**src/rtl/lab5_mcore_arb_pkg.sv**
```systemverilog
// Shared types and sizing helpers for the multi-core multiplier arbiter.
package lab5_mcore_arb_pkg;

    // Sequencer state: IDLE arbitrates, WAIT holds one outstanding transaction.
    typedef enum logic {
        IDLE = 1'b0,
        WAIT = 1'b1
    } arb_state_e;

    // Core count of the reference configuration and its owner/prio width.
    localparam int unsigned c_num_reqs    = 32'd4;
    localparam int unsigned c_owner_nbits = $clog2(c_num_reqs);

    // Width of an index over n requesters; never narrower than one bit.
    function automatic int unsigned owner_nbits(input int unsigned n);
        return (n < 32'd2) ? 32'd1 : $clog2(n);
    endfunction

endpackage

```
**src/rtl/lab5_mcore_rr_arbiter.sv**
```systemverilog
// Combinational round-robin priority encoder: first asserted request
// starting at prio and wrapping modulo p_nreqs.
module lab5_mcore_rr_arbiter
    import lab5_mcore_arb_pkg::*;
#(
    parameter int unsigned p_nreqs     = 32'd4,
    parameter int unsigned p_idx_nbits = owner_nbits(p_nreqs)
) (
    input  logic [p_nreqs-1:0]     req,
    input  logic [p_idx_nbits-1:0] prio,
    output logic [p_nreqs-1:0]     grant,
    output logic [p_idx_nbits-1:0] grant_idx,
    output logic                   any
);

    int unsigned cand_s;

    // Scan from the priority pointer and latch onto the first requester.
    always_comb begin
        grant     = {p_nreqs{1'b0}};
        grant_idx = {p_idx_nbits{1'b0}};
        any       = 1'b0;
        cand_s    = 32'd0;
        for (int k = 0; k < int'(p_nreqs); k++) begin
            cand_s = int'(prio) + k;
            if (cand_s >= p_nreqs) begin
                cand_s = cand_s - p_nreqs;
            end else begin
                cand_s = cand_s;
            end
            if (!any && req[cand_s]) begin
                any           = 1'b1;
                grant[cand_s] = 1'b1;
                grant_idx     = p_idx_nbits'(cand_s);
            end else begin
                any = any;
            end
        end
    end

endmodule

```
**src/rtl/lab5_mcore_mul_arbiter.sv**
```systemverilog
// Shares one iterative multiplier among p_num_reqs cores: round-robin grant,
// owner tracking while the multiplier computes, response routed to the owner.
module lab5_mcore_mul_arbiter
    import lab5_mcore_arb_pkg::*;
#(
    parameter int unsigned p_num_reqs   = 32'd4,
    parameter int unsigned p_req_nbits  = 32'd64,
    parameter int unsigned p_resp_nbits = 32'd32
) (
    input  logic                              clk,
    input  logic                              reset,
    input  logic [p_num_reqs-1:0]             req_val,
    output logic [p_num_reqs-1:0]             req_rdy,
    input  logic [p_num_reqs*p_req_nbits-1:0] req_msg,
    output logic [p_num_reqs-1:0]             resp_val,
    input  logic [p_num_reqs-1:0]             resp_rdy,
    output logic [p_resp_nbits-1:0]           resp_msg,
    output logic                              mul_req_val,
    input  logic                              mul_req_rdy,
    output logic [p_req_nbits-1:0]            mul_req_msg,
    input  logic                              mul_resp_val,
    output logic                              mul_resp_rdy,
    input  logic [p_resp_nbits-1:0]           mul_resp_msg
);

    localparam int unsigned c_own_nbits = owner_nbits(p_num_reqs);

    arb_state_e               state_r, state_nxt_s;
    logic [c_own_nbits-1:0]   owner_r, owner_nxt_s;
    logic [c_own_nbits-1:0]   prio_r, prio_nxt_s;
    logic [p_num_reqs-1:0]    grant_s;
    logic [c_own_nbits-1:0]   grant_idx_s;
    logic                     any_s;
    logic                     req_fire_s;
    logic                     resp_fire_s;

    lab5_mcore_rr_arbiter #(
        .p_nreqs     (p_num_reqs),
        .p_idx_nbits (c_own_nbits)
    ) u_rr (
        .req       (req_val),
        .prio      (prio_r),
        .grant     (grant_s),
        .grant_idx (grant_idx_s),
        .any       (any_s)
    );

    assign req_fire_s  = (state_r == IDLE) && any_s && mul_req_rdy;
    assign resp_fire_s = (state_r == WAIT) && mul_resp_val && resp_rdy[owner_r];

    // State, owner and priority pointer registers.
    always_ff @(posedge clk or negedge reset) begin
        if (!reset) begin
            state_r <= IDLE;
            owner_r <= {c_own_nbits{1'b0}};
            prio_r  <= {c_own_nbits{1'b0}};
        end else begin
            state_r <= state_nxt_s;
            owner_r <= owner_nxt_s;
            prio_r  <= prio_nxt_s;
        end
    end

    // Next state: capture the winner on issue, rotate priority past it on return.
    always_comb begin
        state_nxt_s = state_r;
        owner_nxt_s = owner_r;
        prio_nxt_s  = prio_r;
        case (state_r)
            IDLE: begin
                if (req_fire_s) begin
                    state_nxt_s = WAIT;
                    owner_nxt_s = grant_idx_s;
                end else begin
                    state_nxt_s = IDLE;
                end
            end
            WAIT: begin
                if (resp_fire_s) begin
                    state_nxt_s = IDLE;
                    if (owner_r == c_own_nbits'(p_num_reqs - 32'd1)) begin
                        prio_nxt_s = {c_own_nbits{1'b0}};
                    end else begin
                        prio_nxt_s = owner_r + c_own_nbits'(1);
                    end
                end else begin
                    state_nxt_s = WAIT;
                end
            end
            default: begin
                state_nxt_s = IDLE;
            end
        endcase
    end

    // Handshake outputs; all forced low while reset is held.
    always_comb begin
        req_rdy      = {p_num_reqs{1'b0}};
        resp_val     = {p_num_reqs{1'b0}};
        mul_req_val  = 1'b0;
        mul_resp_rdy = 1'b0;
        mul_req_msg  = req_msg[int'(grant_idx_s)*p_req_nbits +: p_req_nbits];
        resp_msg     = mul_resp_msg;
        if (!reset) begin
            req_rdy = {p_num_reqs{1'b0}};
        end else begin
            case (state_r)
                IDLE: begin
                    mul_req_val = any_s;
                    req_rdy     = grant_s & {p_num_reqs{mul_req_rdy}};
                end
                WAIT: begin
                    resp_val[owner_r] = mul_resp_val;
                    mul_resp_rdy      = resp_rdy[owner_r];
                end
                default: begin
                    mul_req_val = 1'b0;
                end
            endcase
        end
    end

endmodule

```
**config.mk**
```make
export PLATFORM = sky130hd
export DESIGN_NAME = lab5_mcore_mul_arbiter
export DESIGN_NICKNAME = d
export VERILOG_FILES = /design/src/rtl/lab5_mcore_arb_pkg.sv /design/src/rtl/lab5_mcore_rr_arbiter.sv /design/src/rtl/lab5_mcore_mul_arbiter.sv
export SDC_FILE = /design/constraint.sdc
export NUM_CORES = 1
export LEC_CHECK = 0
export BUFFER_PORTS_ARGS = -buffer_cell sky130_fd_sc_hd__buf_2
export CAP_MARGIN = 20
export CORE_AREA = 5 5 153 155
export DETAILED_ROUTE_END_ITERATION = 8
export DIE_AREA = 0 0 158 160
export PLACE_DENSITY = 0.6
export SYNTH_ARGS = -nofsm -noshare
export SYNTH_HDL_FRONTEND = slang
export SYNTH_SLANG_ARGS = --single-unit
```
**constraint.sdc**
```tcl
create_clock -name clk -period 6.1 [get_ports clk]
set_input_delay 0.305 -clock clk [delete_from_list [all_inputs] [get_ports clk]]
set_output_delay 0.305 -clock clk [all_outputs]
set_load 0.02 [all_outputs]
```
==> After elaboration in Yosys (flattened, before gate mapping) <==
Cells that the tools add are included.
{ "classes": {"mux": 48, "n_eq_ne": 1, "reduce_logical": 17, "bitwise_logic": 6, "shift": 1, "add_sub_neg": 8, "magnitude_cmp": 14} }
{ "ops": {"columns": ["cell", "n"], "rows": [
  ["$shiftx A256 B9 Y64", 1],
  ["$ge A32 B1 Y1 const B", 4],
  ["$lt A32 B3 Y1 const B", 4],
  ["$mux W32", 4],
  ["$ge A32 B3 Y1 const B", 3],
  ["$sub A32 B3 Y32 const B", 3],
  ["$mux W4", 8],
  ["$mux W1", 20],
  ["$logic_and A1 B1 Y1", 12],
  ["$or A4 B4 Y4", 3],
  ["$bmux W1 S2", 5],
  ["$demux W1 S2", 5],
  ["$mux W2", 5],
  ["$and A4 B4 Y4", 2],
  ["$add A2 B2 Y3 const B", 2],
  ["$reduce_and A2 Y1", 2],
  ["$sub A2 B3 Y4 const B", 1],
  ["$add A2 B1 Y3 const B", 1],
  ["$ge A2 B3 Y1 const B", 1],
  ["$logic_not A1 Y1", 3],
  ["$lt A2 B3 Y1 const B", 1],
  ["$add A2 B1 Y2 const B", 1],
  ["$eq A2 B2 Y1 const B", 1],
  ["$ge A2 B1 Y1 const B", 1],
  ["2 further kinds", 2]
]} }
{ "totals": {"wordCells": 98, "regBits": 5} }

==> Depth between registers and ports, before layout <==
Gate-level depths: netlist of run 1.
{ "logic_depth": {"word_depth": 18, "depth_mapped": 14, "depth_no_buf": 7} }

==> By module <==
Synthesis of run 1 repeated with hierarchy kept, for this count alone.
{ "hier_totals": {"cells_unflattened": 191, "area_unflattened_um2": 2578.7} }
{ "modules_own_cells": {"columns": ["module", "area_per_inst_um2", "seq_area_each_um2", "instances", "cells_per_inst"], "rows": [
  ["lab5_mcore_mul_arbiter", 2119.5, 125.1, 1, 143],
  ["lab5_mcore_rr_arbiter", 459.2, 0.0, 1, 48]
]} }

==> Worst setup path after synthesis of run 1 <==
Ideal clock, no wire load.
{ "synth_timing": {"path_type": "reg2out", "from": "register prio_r[0]", "to": "output mul_req_msg[0]", "setup_slack_ps": 2255, "path_stages_with_launch": 13, "t_required_ps": 5795, "arrival_ps": 3540, "path_cell_list": "dfrtp_1 buf_2 clkinv_1 clkbuf_1 clkbuf_1 ha_1 buf_2 or3b_2 a21o_1 a31oi_1 buf_2 buf_2 mux2i_1"} }
{ "synth_between": {"elab_chain_cells": 15, "elab_cells_between_ends": 37, "cone_classes": "add/sub: 7; order compare: 4; shift: 1; mux: 19; reduce/logical: 6"} }
{ "synth_lines": {"columns": ["item", "line_no", "text"], "rows": [
  ["start: declaration", "lab5_mcore_mul_arbiter.sv:30", "logic [c_own_nbits-1:0] prio_r, prio_nxt_s;"],
  ["start signal: assignment", "lab5_mcore_mul_arbiter.sv:56", "prio_r <= {c_own_nbits{1'b0}};"],
  ["start signal: assignment", "lab5_mcore_mul_arbiter.sv:60", "prio_r <= prio_nxt_s;"],
  ["parallel branches: the longest is 13 deep, another holds $sub A32 B3 Y32", null, null],
  ["$mux W2 *", "lab5_mcore_rr_arbiter.sv:31", "if (!any && req[cand_s]) begin"],
  ["$shiftx A256 B9 Y64 *", "lab5_mcore_mul_arbiter.sv:102", "mul_req_msg = req_msg[int'(grant_idx_s)*p_req_nbits +: p_req_nbits];"],
  ["end: declaration", "lab5_mcore_mul_arbiter.sv:20", "output logic [p_req_nbits-1:0] mul_req_msg,"]
]} }
Mark *: on every way between the ends. The select of a mux whose other input is x is not followed.

==> Final worst setup path of run 1 <==
{ "layout_timing": {"from": "register prio_r[0]", "to": "output mul_req_msg[61]"} }
Same word-level chain as after synthesis.

==> reports/summary.md, run 1 <==
The run finished with clean final reports. In the routed layout, each cell is associated on average with a via count of 5.677. The count of buffering cells on the critical path with inverters included is 3, and the buffer levels on the longest clock path is 2. TritonCTS built the clock tree.

Number of failing hold endpoints at the final stage: 0. The multi-input combinational cells in the finished layout cover a total of 0.003552 sq mm. The part of the total power dissipated in combinational logic is 95.1%. The tools report the count of unique library cells instantiated by Yosys as 40.

The worst path needs 4.566 ns of the cycle, external delays included. The first TritonRoute pass finished after 5 iterations. Measured against its own limit, the worst slew margin works out to 43.57%.

Clock skew on the completed layout was measured at 0.002017 ns. Excluding fillers, the count of instances in the completed layout stands at 1,046. The mean instance size in the synthesized netlist is 8.229 sq um.

The total negative slack is 0 ns. The detailed router finished its first iteration with 828 violations. Number of enable flip-flop cells after synthesis: 0. In this run the standard cell core region covers 0.02169 sq mm. The worst setup path is of the reg -> out kind. The worst setup path is captured at an output pin.

In this run the vertical extent of the chip is 160 um. Data arrives at the worst endpoint at 4.26 ns. The instance count after placement with tap cells included was 1,040.

Walking the worst path, the cells encountered are inv_4 > ha_1 > mux4_2 > nor2b_4 > o21ai_4 > buf_4 > a32oi_1 > mux2i_1 > buf_2. Max-cap violations in this run came to 0. The maximum number of pins on one net before global-route repair is 131. The final critical path takes up 74.85% of the cycle. The net load switching power came out at 2530 uW. The aggregate global-route resource usage was 14.64%.

Sequential elements use 2.837% of the synthesized area. The run gives 3 as the number of buffers inserted during clock tree synthesis. Setup repair after global routing left no endpoint under its margin. The count of yosys warnings during synthesis was 0.

The count of nets after finishing came out at 1,074. For the clock latency on the worst-skew pair, the log shows 0.22 ns. In this run switching power makes up 62.94% of total power.

The first global-routing pass estimated 30.80 mm of wire. In the synthesized netlist the async set-or-reset flop fraction comes to 100.0%. The initial antenna violation count came out at 2. The tools report the total overflow reported by the global router as 0. The initial utilization of the core area, before any placement, comes to 20.34%.

Power spread over the standard cell area amounts to 674.3 mW/mm^2. In the final layout, flip-flops and latches occupy 125.1 sq um. Kind of start point of the critical path: a register. The final layout contains routed wiring with a total length of 20.98 mm. Top cell family by delay on the critical path: buffers and inverters. The final route contains 5,938 vias. The count of mapped cells out of synthesis is 536, and the number of rows created at floorplan is 54. After clock tree synthesis, the clock-pin slew on the worst setup and hold paths is 0.03 ns. The run gives 2,391 as the number of fill cells. From synthesis to final layout, the design area changed by 35.18%. The run gives 0 as the count of antenna-violating nets left after detailed routing.

The clock net in this run drives a total of 5 sinks. The data required time of the critical path is 5.79 ns, and the count of buffers from port buffering is 341. The worst IR drop on VDD was 0.4552 mV; the routed length per instance was 20.05 um. The run gives 27.49% as the post-layout utilization of the core. Leaving out fill and tap cells, the most frequent cell in the layout is buf_2.

The fraction of final layout cells sized beyond drive strength 1 was 48.89%. Setup violations remaining at the end of the flow were counted as 0. On the worst path, the slowest cell contributes a delay of 0.79 ns. The run gives 5,582 as the number of global-route vias before repair. The run gives 15.24 mm as the half-perimeter wire length after placement. Number of max-slew violations in the final report: 0. The cell chosen for the clock root is clkbuf_16.

Slew at the pin closest to its max-slew limit: 0.8464 ns. In this run the static leakage power is 0.002559 uW. During I/O placement, the number of pins put on the boundary was 406.

Timing would allow up to 219.0 MHz. The largest fanout on the critical path is 69. Leaving out fill and tap cells, the most frequent cells in the layout are 341 x buf_2, 128 x o31a_1, 128 x a32oi_1. The internal power was 1490 uW.

The number of nets handed over by synthesis was 844. Synthesis inferred 5 register bits. The post-synthesis instance area is 0.004410 sq mm, and the remaining design rule violation count is 0. The tightest min-delay check is of the in -> reg type.

The clock network power share came out at 2.6%. The main flop type after synthesis is dfrtp_1. Sequential cells burn 2.3% of the power.

Measured along the x axis, the die boundary spans 158 um. The run gives 1 as the maximum level of the CTS H-tree. The die covers 0.02528 sq mm. The run gives 0.8166 as the placer congestion estimate.

The slowest stage of the critical path is the dfrtp_1 cell.
worst paths after layout:
kind | startpoint | depth (start not counted) | slack [ns] | end
worst max-delay path | prio_r[0] | 9 | 1.53 | mul_req_msg[61]
worst min-delay path | mul_resp_val | 3 | 0.47 | prio_r[0]
worst max register to register | prio_r[0] | 8 | 2.46 | owner_r[0]
worst min register to register | owner_r[0] | 1 | 0.59 | prio_r[0]
max in group asynchronous | reset | 2 | 5.45 | prio_r[1]
min in group asynchronous | reset | 2 | 0.48 | state_r
kinds of logic (layout without fill, tap and decap cells):
group	count (synthesis)	in the layout	synth area share (%)
compound gates	283	283	55.01
fa+ha+maj	8	8	2.270
buf+inv	134	363	17.67
flops	5	5	2.837
mux	71	71	17.30
other cells	0	1	0
simple gates	35	35	4.908
sequential cells by signal (all words and copies together), names as in the netlist:
name and flops:
state_r 1, owner_r 2, prio_r 2
synth_stat cells (2+ instances only):
master / count / area share (%)
a21o_1: 2 / 0.34
a21oi_1: 6 / 0.68
a22oi_1: 9 / 1.5
a32oi_1: 128 / 25
and2_1: 4 / 0.57
and3_1: 3 / 0.43
buf_1: 3 / 0.26
buf_2: 29 / 3.3
buf_4: 40 / 6.8
buf_6: 12 / 3.1
clkbuf_1: 45 / 3.8
dfrtp_1: 5 / 2.8
ha_1: 8 / 2.3
inv_1: 4 / 0.34
mux2_2: 2 / 0.51
mux2i_1: 65 / 15
mux4_2: 4 / 2.0
nand2_1: 4 / 0.34
nand2b_1: 2 / 0.28
nand3b_1: 2 / 0.34
nor2b_1: 2 / 0.28
nor3_1: 2 / 0.23
nor3b_1: 5 / 0.85
o21ai_0: 2 / 0.23
o31a_1: 128 / 25
o31ai_1: 2 / 0.34
or2_2: 4 / 0.57
or3b_2: 2 / 0.40
tightest hold or removal path: stages:
cell and delay (ns):
buf_2 0.12, nand3_1 0.15, o31ai_1 0.08
metal layers:
| metal | vias to the layer above | routed length (um) | track usage (%) |
|---|---|---|---|
| met5 | - | 8 | 0 |
| met4 | 2 | 393 | 3.257 |
| met3 | 38 | 1847 | 3.329 |
| met2 | 309 | 10190 | 24.46 |
| met1 | 2849 | 8538 | 19.17 |
| li1 | 2740 | - | - |
area by class of cell:
| class | instances | share of cell area (%) |
|---|---|---|
| antenna | 1 | 0.04197 |
| sequential | 5 | 2.099 |
| tap | 280 | 5.876 |
| multi-input combinational | 397 | 59.58 |
| inverter | 5 | 0.3568 |
| timing repair buffer | 354 | 30.72 |
| clock buffer | 4 | 1.322 |
per-stage QoR:
step	worst slack, ns	hold WS (ns)	cell area, sq um	total power (uW)
3_5_place_dp	1.791	0.1492	5871	3917
2_1_floorplan	2.255	0.009409	4410	2992
6_report	1.534	0.4730	5962	4020
5_1_grt	1.262	0.4884	5959	4298
4_1_cts	1.533	0.4722	5959	4041
3_3_place_gp	1.862	0.1513	5871	3888
what timing repair did:
| item | 4_1_cts | 5_1_grt |
|---|---|---|
| hold buffers | 1 | 0 |
| gates resized for setup | 0 | 0 |
| hold endpoints to repair | 5 | 0 |
| buffers inserted | 0 | 0 |
power groups by stage:
stage / clock (uW) / combinational, uW / sequential [uW]
final: 106 / 3820 / 92.9
after global routing: 111 / 4090 / 98.4
after CTS: 108 / 3840 / 92.9
after detailed placement: 0 / 3820 / 93.3
after global placement: 0 / 3800 / 91.7
after floorplan: 0 / 2920 / 71.5
No activity file was read; power rests on OpenSTA's default activity.
==> run 2, diff against run 1 <==
--- a/config.mk
+++ b/config.mk
@@ -10,7 +10,7 @@
 export CORE_AREA = 5 5 153 155
 export DETAILED_ROUTE_END_ITERATION = 8
 export DIE_AREA = 0 0 158 160
-export PLACE_DENSITY = 0.6
+export PLACE_DENSITY = 0.62
 export SYNTH_ARGS = -nofsm -noshare
 export SYNTH_HDL_FRONTEND = slang
 export SYNTH_SLANG_ARGS = --single-unit
==> constraint.sdc (replaced) <==
create_clock -name clk -period 4 [get_ports clk]
set_input_delay 0.2 -clock clk [delete_from_list [all_inputs] [get_ports clk]]
set_output_delay 0.2 -clock clk [all_outputs]
set_load 0.02 [all_outputs]
==> reports/summary.md, run 2 (synthesized netlist as in run 1, its figures left out) <==
The run finished with clean final reports. The die footprint was 0.02528 sq mm (unchanged). The detail-routed via count per cell is 5.728 (+0.90%), and the routed wire length on met2 is 10.67 mm (+4.7%). TritonCTS built the clock tree. In the layout the commonest cells are 341 x buf_2, 128 x o31a_1, 128 x a32oi_1. The remaining design rule violation count is 0 (unchanged), and the die height is 160 um (unchanged). For the total negative slack, the log shows 0 ns (unchanged).

The half-perimeter wire length after placement was 15.79 mm (+3.6%). The slowest stage of the critical path is the mux4_2 cell. The routed design could run at a clock period as short as 3.585 ns. The total overflow reported by the global router is 0 (unchanged), and the number of post-CTS setup repair buffers is 0 (unchanged). The critical path class is reg -> out.

Highest metal layer used by the detailed router: met5. For the number of hold buffers added after CTS, the log shows 1 (unchanged). Final clock skew: 0.001738 ns (-0.0002791 ns).

The tools report the instance count after placement with tap cells included as 1,043 (+0.29%). Number of setup violations in the final report: 0 (unchanged). The number of maximum-capacitance constraint violations was 0 (unchanged). The delay contributed by the slowest stage of the critical path was 0.66 ns (-0.13 ns); the total met3 wirelength after detailed routing was 1.709 mm (-7.5%). Kind of start point of the critical path: a register. The layout-stage area growth over the synthesis result works out to 37.90%. The count of vias placed by the detailed router was 6,003 (+1.1%).

The non-filler instance count after layout was 1,048 (+0.19%). The cell chosen for the clock root was clkbuf_16. Leakage component of the power: 0.002612 uW (+2.1%). The number of detailed-routing iterations run before antenna repair was 6 (+1).

Setup repair after global routing left no endpoint under its margin. The critical path goes through inv_1 > ha_1 > mux4_2 > nor2b_4 > buf_4 > o31a_1 > a32oi_1 > mux2i_1 > buf_2. The run gives 3.80 ns (-1.99 ns) as the data required time of the critical path. The placer congestion estimate came out at 0.8262 (+1.2%). The run gives 0 (unchanged) as the number of failing hold endpoints at the final stage. The DRC violation total after the first TritonRoute iteration came out at 693 (-16%). The run gives 0.006082 sq mm (+2.0%) as the cell area after layout. The final critical path takes up 89.63% of the cycle.

The number of cells traversed by the worst register-to-register path is 8 (unchanged). The worst setup path is captured at an output pin. The maximum number of pins on one net before global-route repair is 76 (-42%), and the worst IR drop on VDD is 0.7328 mV (+61%). The tools report the number of max-slew violations in the final report as 0 (unchanged). Areal power density over the cells: 1031 mW/mm^2 (+53%).

The area of the core region was 0.02169 sq mm (unchanged). For the clock latency on the worst-skew pair, the log shows 0.22 ns (about the same). The tools report the initial antenna violation count as 1 (-1).

Final antenna diode count: 0 (-1). Total number of clock tree sinks: 5 (unchanged). The width of the die came out at 158 um (unchanged).

The buffer levels on the longest clock path was 2 (unchanged); the clock-pin slew of the registers on the worst-case setup and hold paths was 0.03 ns (about the same). The total I/O pin count is 406 (unchanged), and the routed length per instance is 20.41 um (+1.8%). The global-route wire length before repair is 30.86 mm (+0.20%).

Placed standard-cell area: 0.005993 sq mm (+2.1%). For the wire length the detailed router placed on met1, the log shows 8.624 mm (+1.0%). The fraction of final layout cells sized beyond drive strength 1 works out to 49.09% (+0.20 points). The logs give 5,445 (-2.5%) for the number of global-route vias before repair and 0 (unchanged) for the post-cts repair resize count. The logs give 6274 uW (+56%) for the overall power and 20.34% (unchanged) for the initial core utilization.

Slew at the pin closest to its max-slew limit: 0.8777 ns (+0.03131 ns). For the post-layout utilization of the core, the log shows 28.04% (+0.55 points). The count of antenna-violating nets left after detailed routing is 0 (unchanged), and the largest fanout on the critical path is 73 (+5.8%). The maximum level of the CTS H-tree is 1 (unchanged). Based on the critical path, the design can be clocked at up to 278.9 MHz. Arrival time of the worst setup path: 3.39 ns (-0.87 ns).

The tools report the number of buffers inserted during clock tree synthesis as 3 (unchanged). The largest registers in the layout are owner_r (2), prio_r (2), state_r (1). The path type of the worst min-delay path was in -> async. The wire length after detailed routing is 21.39 mm (+2.0%). For the aggregate global-route resource usage, the log shows 14.81% (+0.17 points). The run gives 54 (unchanged) as the number of rows created at floorplan. Leaving out fill and tap cells, the most frequent cell in the layout is buf_2. The headroom to the max-slew limit was 41.49% (-2.1 points); the count of nets after finishing was 1,077 (+0.28%).

Count of buffers from port buffering: 341 (unchanged).
## run 2: cell types whose count changed in the layout (fill, tap and decap cells not counted)
| cell | change |
|---|---|
| buf_4 | -5 |
| diode_2 | -1 |
| buf_12 | +8 |
## run 2: final timing paths
kind	start	to	slack, ns
worst max register to register	prio_r[1]	owner_r[0]	1.26
min in group clk	mul_resp_val	prio_r[0]	0.39
worst max-delay path	prio_r[1]	mul_req_msg[22]	0.41
max in group asynchronous	reset	prio_r[0]	3.48
worst min register to register	owner_r[0]	prio_r[0]	0.58
worst min-delay path	reset	prio_r[1]	0.35
## run 2: routing by layer
layer  track usage [%]  vias to the layer above
li1                  -                     2744
met1             19.19                     2889
met2             26.10                      326
met3             2.544                       42
met4             2.249                        2
met5                 0                        -
## run 2: per-stage QoR
stage / setup WS, ns / hold WS [ns]
finish: 0.4148 / 0.3527
global route: 0.2591 / 0.3847
CTS: 0.4515 / 0.3513
detailed placement: 0.6957 / 0.04867
global placement: 0.7920 / 0.04738
floorplan: 0.2599 / -0.09559
## run 2: power by group
part | switching [uW] | internal, uW
clock | 30.0 | 132
sequential | 39.0 | 75.9
combinational | 3780 | 2210
## run 2: final cells by class
| cell class | count | area (sq um) |
|---|---|---|
| fill | 2363 | 15610 |
| inverter | 5 | 21.27 |
| timing repair buffer | 357 | 1954 |
| tap | 280 | 350.3 |
| multi-input combinational | 397 | 3552 |
| clock buffer | 4 | 78.83 |
| sequential | 5 | 125.1 |
## run 2: worst max-delay path: cells and delay by family (launching register included)
family                     cells  cell delay (ns)
DFF                            1             0.47
buffers and inverters          3             0.60
adders and majority gates      1             0.42
and+or+nand+nor                1             0.19
muxes                          2             0.77
AOI/OAI and AO/OA              2             0.63
==> run 3, diff against run 2 <==
--- a/config.mk
+++ b/config.mk
@@ -7,10 +7,11 @@
 export LEC_CHECK = 0
 export BUFFER_PORTS_ARGS = -buffer_cell sky130_fd_sc_hd__buf_2
 export CAP_MARGIN = 20
-export CORE_AREA = 5 5 153 155
+export CORE_AREA = 5 5 154 156
 export DETAILED_ROUTE_END_ITERATION = 8
-export DIE_AREA = 0 0 158 160
-export PLACE_DENSITY = 0.62
+export DIE_AREA = 0 0 159 161
+export PLACE_DENSITY = 0.6
+export REMOVE_ABC_BUFFERS = 1
 export SYNTH_ARGS = -nofsm -noshare
 export SYNTH_HDL_FRONTEND = slang
 export SYNTH_SLANG_ARGS = --single-unit
==> constraint.sdc (replaced) <==
create_clock -name clk -period 3.4 [get_ports clk]
set_input_delay 0.17 -clock clk [delete_from_list [all_inputs] [get_ports clk]]
set_output_delay 0.17 -clock clk [all_outputs]
set_load 0.02 [all_outputs]
==> reports/summary.md, run 3 (synthesized netlist as in run 1, its figures left out) <==
The startpoint identified for the worst register-to-register timing path is prio_r[0]. The run gives 0 (unchanged) as the remaining design rule violation count. TritonCTS built the clock tree. The buffer levels on the longest clock path is 2 (unchanged), and the detail-routed via count per cell is 5.740 (+0.20%).

The tools report the headroom to the max-slew limit as 37.74% (-3.7 points). The logs give 0.001744 ns (+0.000005480 ns) for the final clock skew and 0 (unchanged) for the number of failing hold endpoints at the final stage. The delay contributed by the slowest stage of the critical path is 0.64 ns (-0.02 ns). The run gives 0 (-1) as the initial antenna violation count. The slew at the pin closest to its max-slew limit was 0.9338 ns (+0.05614 ns). The layout-stage area growth over the synthesis result is 41.13%. The flow ran to the end, and the final reports show no timing, DRC or antenna violations. For the global-route wire length before repair, the log shows 32.57 mm (+5.5%).

The count of vias placed by the detailed router came out at 6,130 (+2.1%). The run gives 19.84% (-0.49 points) as the initial core utilization. The most common cell after layout, fill and taps aside was buf_2. The data required time of the critical path was 3.23 ns (-0.57 ns). Minimum clock period after layout: 3.288 ns. The path type of the worst min-delay path was in -> async. The critical path in this run is classified as reg -> out. For the DRC violation total after the first TritonRoute iteration, the log shows 595 (-14%). The setup slack on the worst flop-to-flop path is 0.78 ns (-0.48 ns), and the count of buffers from port buffering is 341 (unchanged). The tools report the count of nets after finishing as 1,092 (+1.4%).

The highest clock rate was 304.1 MHz; the number of max-slew violations in the final report was 0 (unchanged). The slowest stage of the critical path is the mux4_2 cell. The largest fanout on the critical path works out to 112 (+53%).

STA classifies the critical path startpoint as a register. The number of cells traversed by the worst register-to-register path is 8 (unchanged). The largest registers in the layout are owner_r (2), prio_r (2), state_r (1). Count of antenna-violating nets left after detailed routing: 0 (unchanged).

The fraction of final layout cells sized beyond drive strength 1 was 50.45% (+1.4 points). In the layout the commonest cells are 341 x buf_2, 128 x o31a_1, 128 x a32oi_1. The tools report the worst path setup slack after routing as 0.1118 ns (-0.3029 ns). The tools report the number of detailed-routing iterations run before antenna repair as 5 (-1). The run gives 0.2792 ns (-0.4165 ns) as the placement-stage worst setup slack. In this run the worst setup path begins at prio_r[0]. For the number of buffers inserted during clock tree synthesis, the log shows 3 (unchanged). The worst setup path is captured at an output pin. For the cell area after layout, the log shows 0.006225 sq mm (+2.3%). The logs give 0.002687 uW (+2.9%) for the leakage component of the power and 113 (+49%) for the maximum number of pins on one net before global-route repair. Of the available clock period, the critical path in the final layout requires 96.71%.

The logs give 0.8791 (+6.4%) for the placer congestion estimate and 5 (unchanged) for the total number of clock tree sinks. The run gives 0.02560 sq mm (+1.3%) as the die footprint. The number of global-route vias before repair was 5,834 (+7.1%); the total negative slack was 0 ns (unchanged). The maximum level of the CTS H-tree is 1 (unchanged).

Areal power density over the cells: 1231 mW/mm^2 (+19%). Capture point of the critical path: mul_req_msg[10]. The die height works out to 161 um (+0.63%). Number of setup violations in the final report: 0 (unchanged).

For the placed standard-cell area, the log shows 0.006050 sq mm (+0.94%). Setup repair after global routing left no endpoint under its margin. The final antenna diode count came out at 0 (unchanged). Cell chosen for the clock root: clkbuf_16. The tools report the final hold slack as 0.3180 ns (-0.03472 ns). The number of rows created at floorplan was 55 (+1.9%); the total I/O pin count was 406 (unchanged).

Walking the worst path, the cells encountered are inv_4 > ha_2 > mux4_2 > a21oi_4 > buf_16 > o31a_1 > a32oi_1 > mux2i_1 > buf_2. Clock-pin slew of the registers on the worst-case setup and hold paths: 0.03 ns (about the same). Number of maximum-capacitance constraint violations: 0 (unchanged). The arrival time of the worst setup path was 3.12 ns (-0.27 ns); the instance count after placement with tap cells included was 1,058 (+1.4%). The worst IR drop on VDD is 0.5453 mV (-26%), and the wire length after detailed routing is 22.59 mm (+5.6%). For the half-perimeter wire length after placement, the log shows 16.17 mm (+2.4%). The worst register-to-register path ends at owner_r[0]. The tools report the clock latency on the worst-skew pair as 0.23 ns (about the same).

The area of the core region came out at 0.02223 sq mm (+2.5%). The width of the die was 159 um (+0.63%). The run gives 15.18% (+0.37 points) as the aggregate global-route resource usage. The tools report the non-filler instance count after layout as 1,068 (+1.9%). The routed length per instance is 21.15 um (+3.6%).

The run gives 0 (unchanged) as the total overflow reported by the global router.
run 3: per-stage QoR:
| stage | power, uW | util, % |
|---|---|---|
| 3_5_place_dp | 7275 | 27.22 |
| 4_1_cts | 7495 | 27.62 |
| 5_1_grt | 8200 | 28.00 |
| 3_3_place_gp | 7236 | 27.22 |
| 6_report | 7661 | 28.00 |
| 2_1_floorplan | 4284 | - |
run 3: area by class of cell:
type / count / area (sq um)
Tap cell: 285 / 356.6
Fill cell: 2427 / 16000
Inverter: 5 / 21.27
Sequential cell: 5 / 125.1
Timing Repair Buffer: 371 / 2067
Multi-Input combinational cell: 398 / 3576
Clock buffer: 4 / 78.83
run 3: per-layer routing:
| layer | vias up | track usage [%] | part of all wire, % | wire length, um |
|---|---|---|---|---|
| met2 | 374 | 23.33 | 44 | 10030 |
| li1 | 2767 | - | - | - |
| met4 | 2 | 3.955 | 2.4 | 532 |
| met1 | 2953 | 19.07 | 41 | 9238 |
| met3 | 34 | 6.941 | 12 | 2689 |
| met5 | - | 3.220 | 0.41 | 92 |
run 3: repair_timing:
item	CTS	global route
gates resized for setup	0	6
endpoints found under the hold margin	5	0
hold buffers	1	0
endpoints found under the setup margin	0	59
setup buffers	0	3
run 3: worst min path at each step:
| stage | start | endpoint | depth (start not counted) | slack (ns) |
|---|---|---|---|---|
| CTS | reset | state_r | 2 | 0.33 |
| global placement | reset | state_r | 1 | 0.01 |
| detailed placement | reset | prio_r[0] | 1 | 0.01 |
| finish | reset | state_r | 2 | 0.32 |
| floorplan | reset | owner_r[0] | 0 | -0.13 |
| global route | mul_resp_msg[30] | resp_msg[30] | 0 | 0.34 |
run 3: worst max-delay path: cells and delay by family (launching register included):
family                     cells  cell delay, ns
AOI/OAI and AO/OA              3            0.57
adders and majority gates      1            0.39
DFF                            1            0.37
buffers and inverters          3            0.63
muxes                          2            0.82
run 3: power by group:
| part | internal, uW | switching, uW | total (uW) |
|---|---|---|---|
| registers | 89.3 | 35.0 | 124 |
| clock network | 156 | 42.5 | 198 |
| logic | 2790 | 4550 | 7340 |
| total | 3030 | 4630 | 7660 |
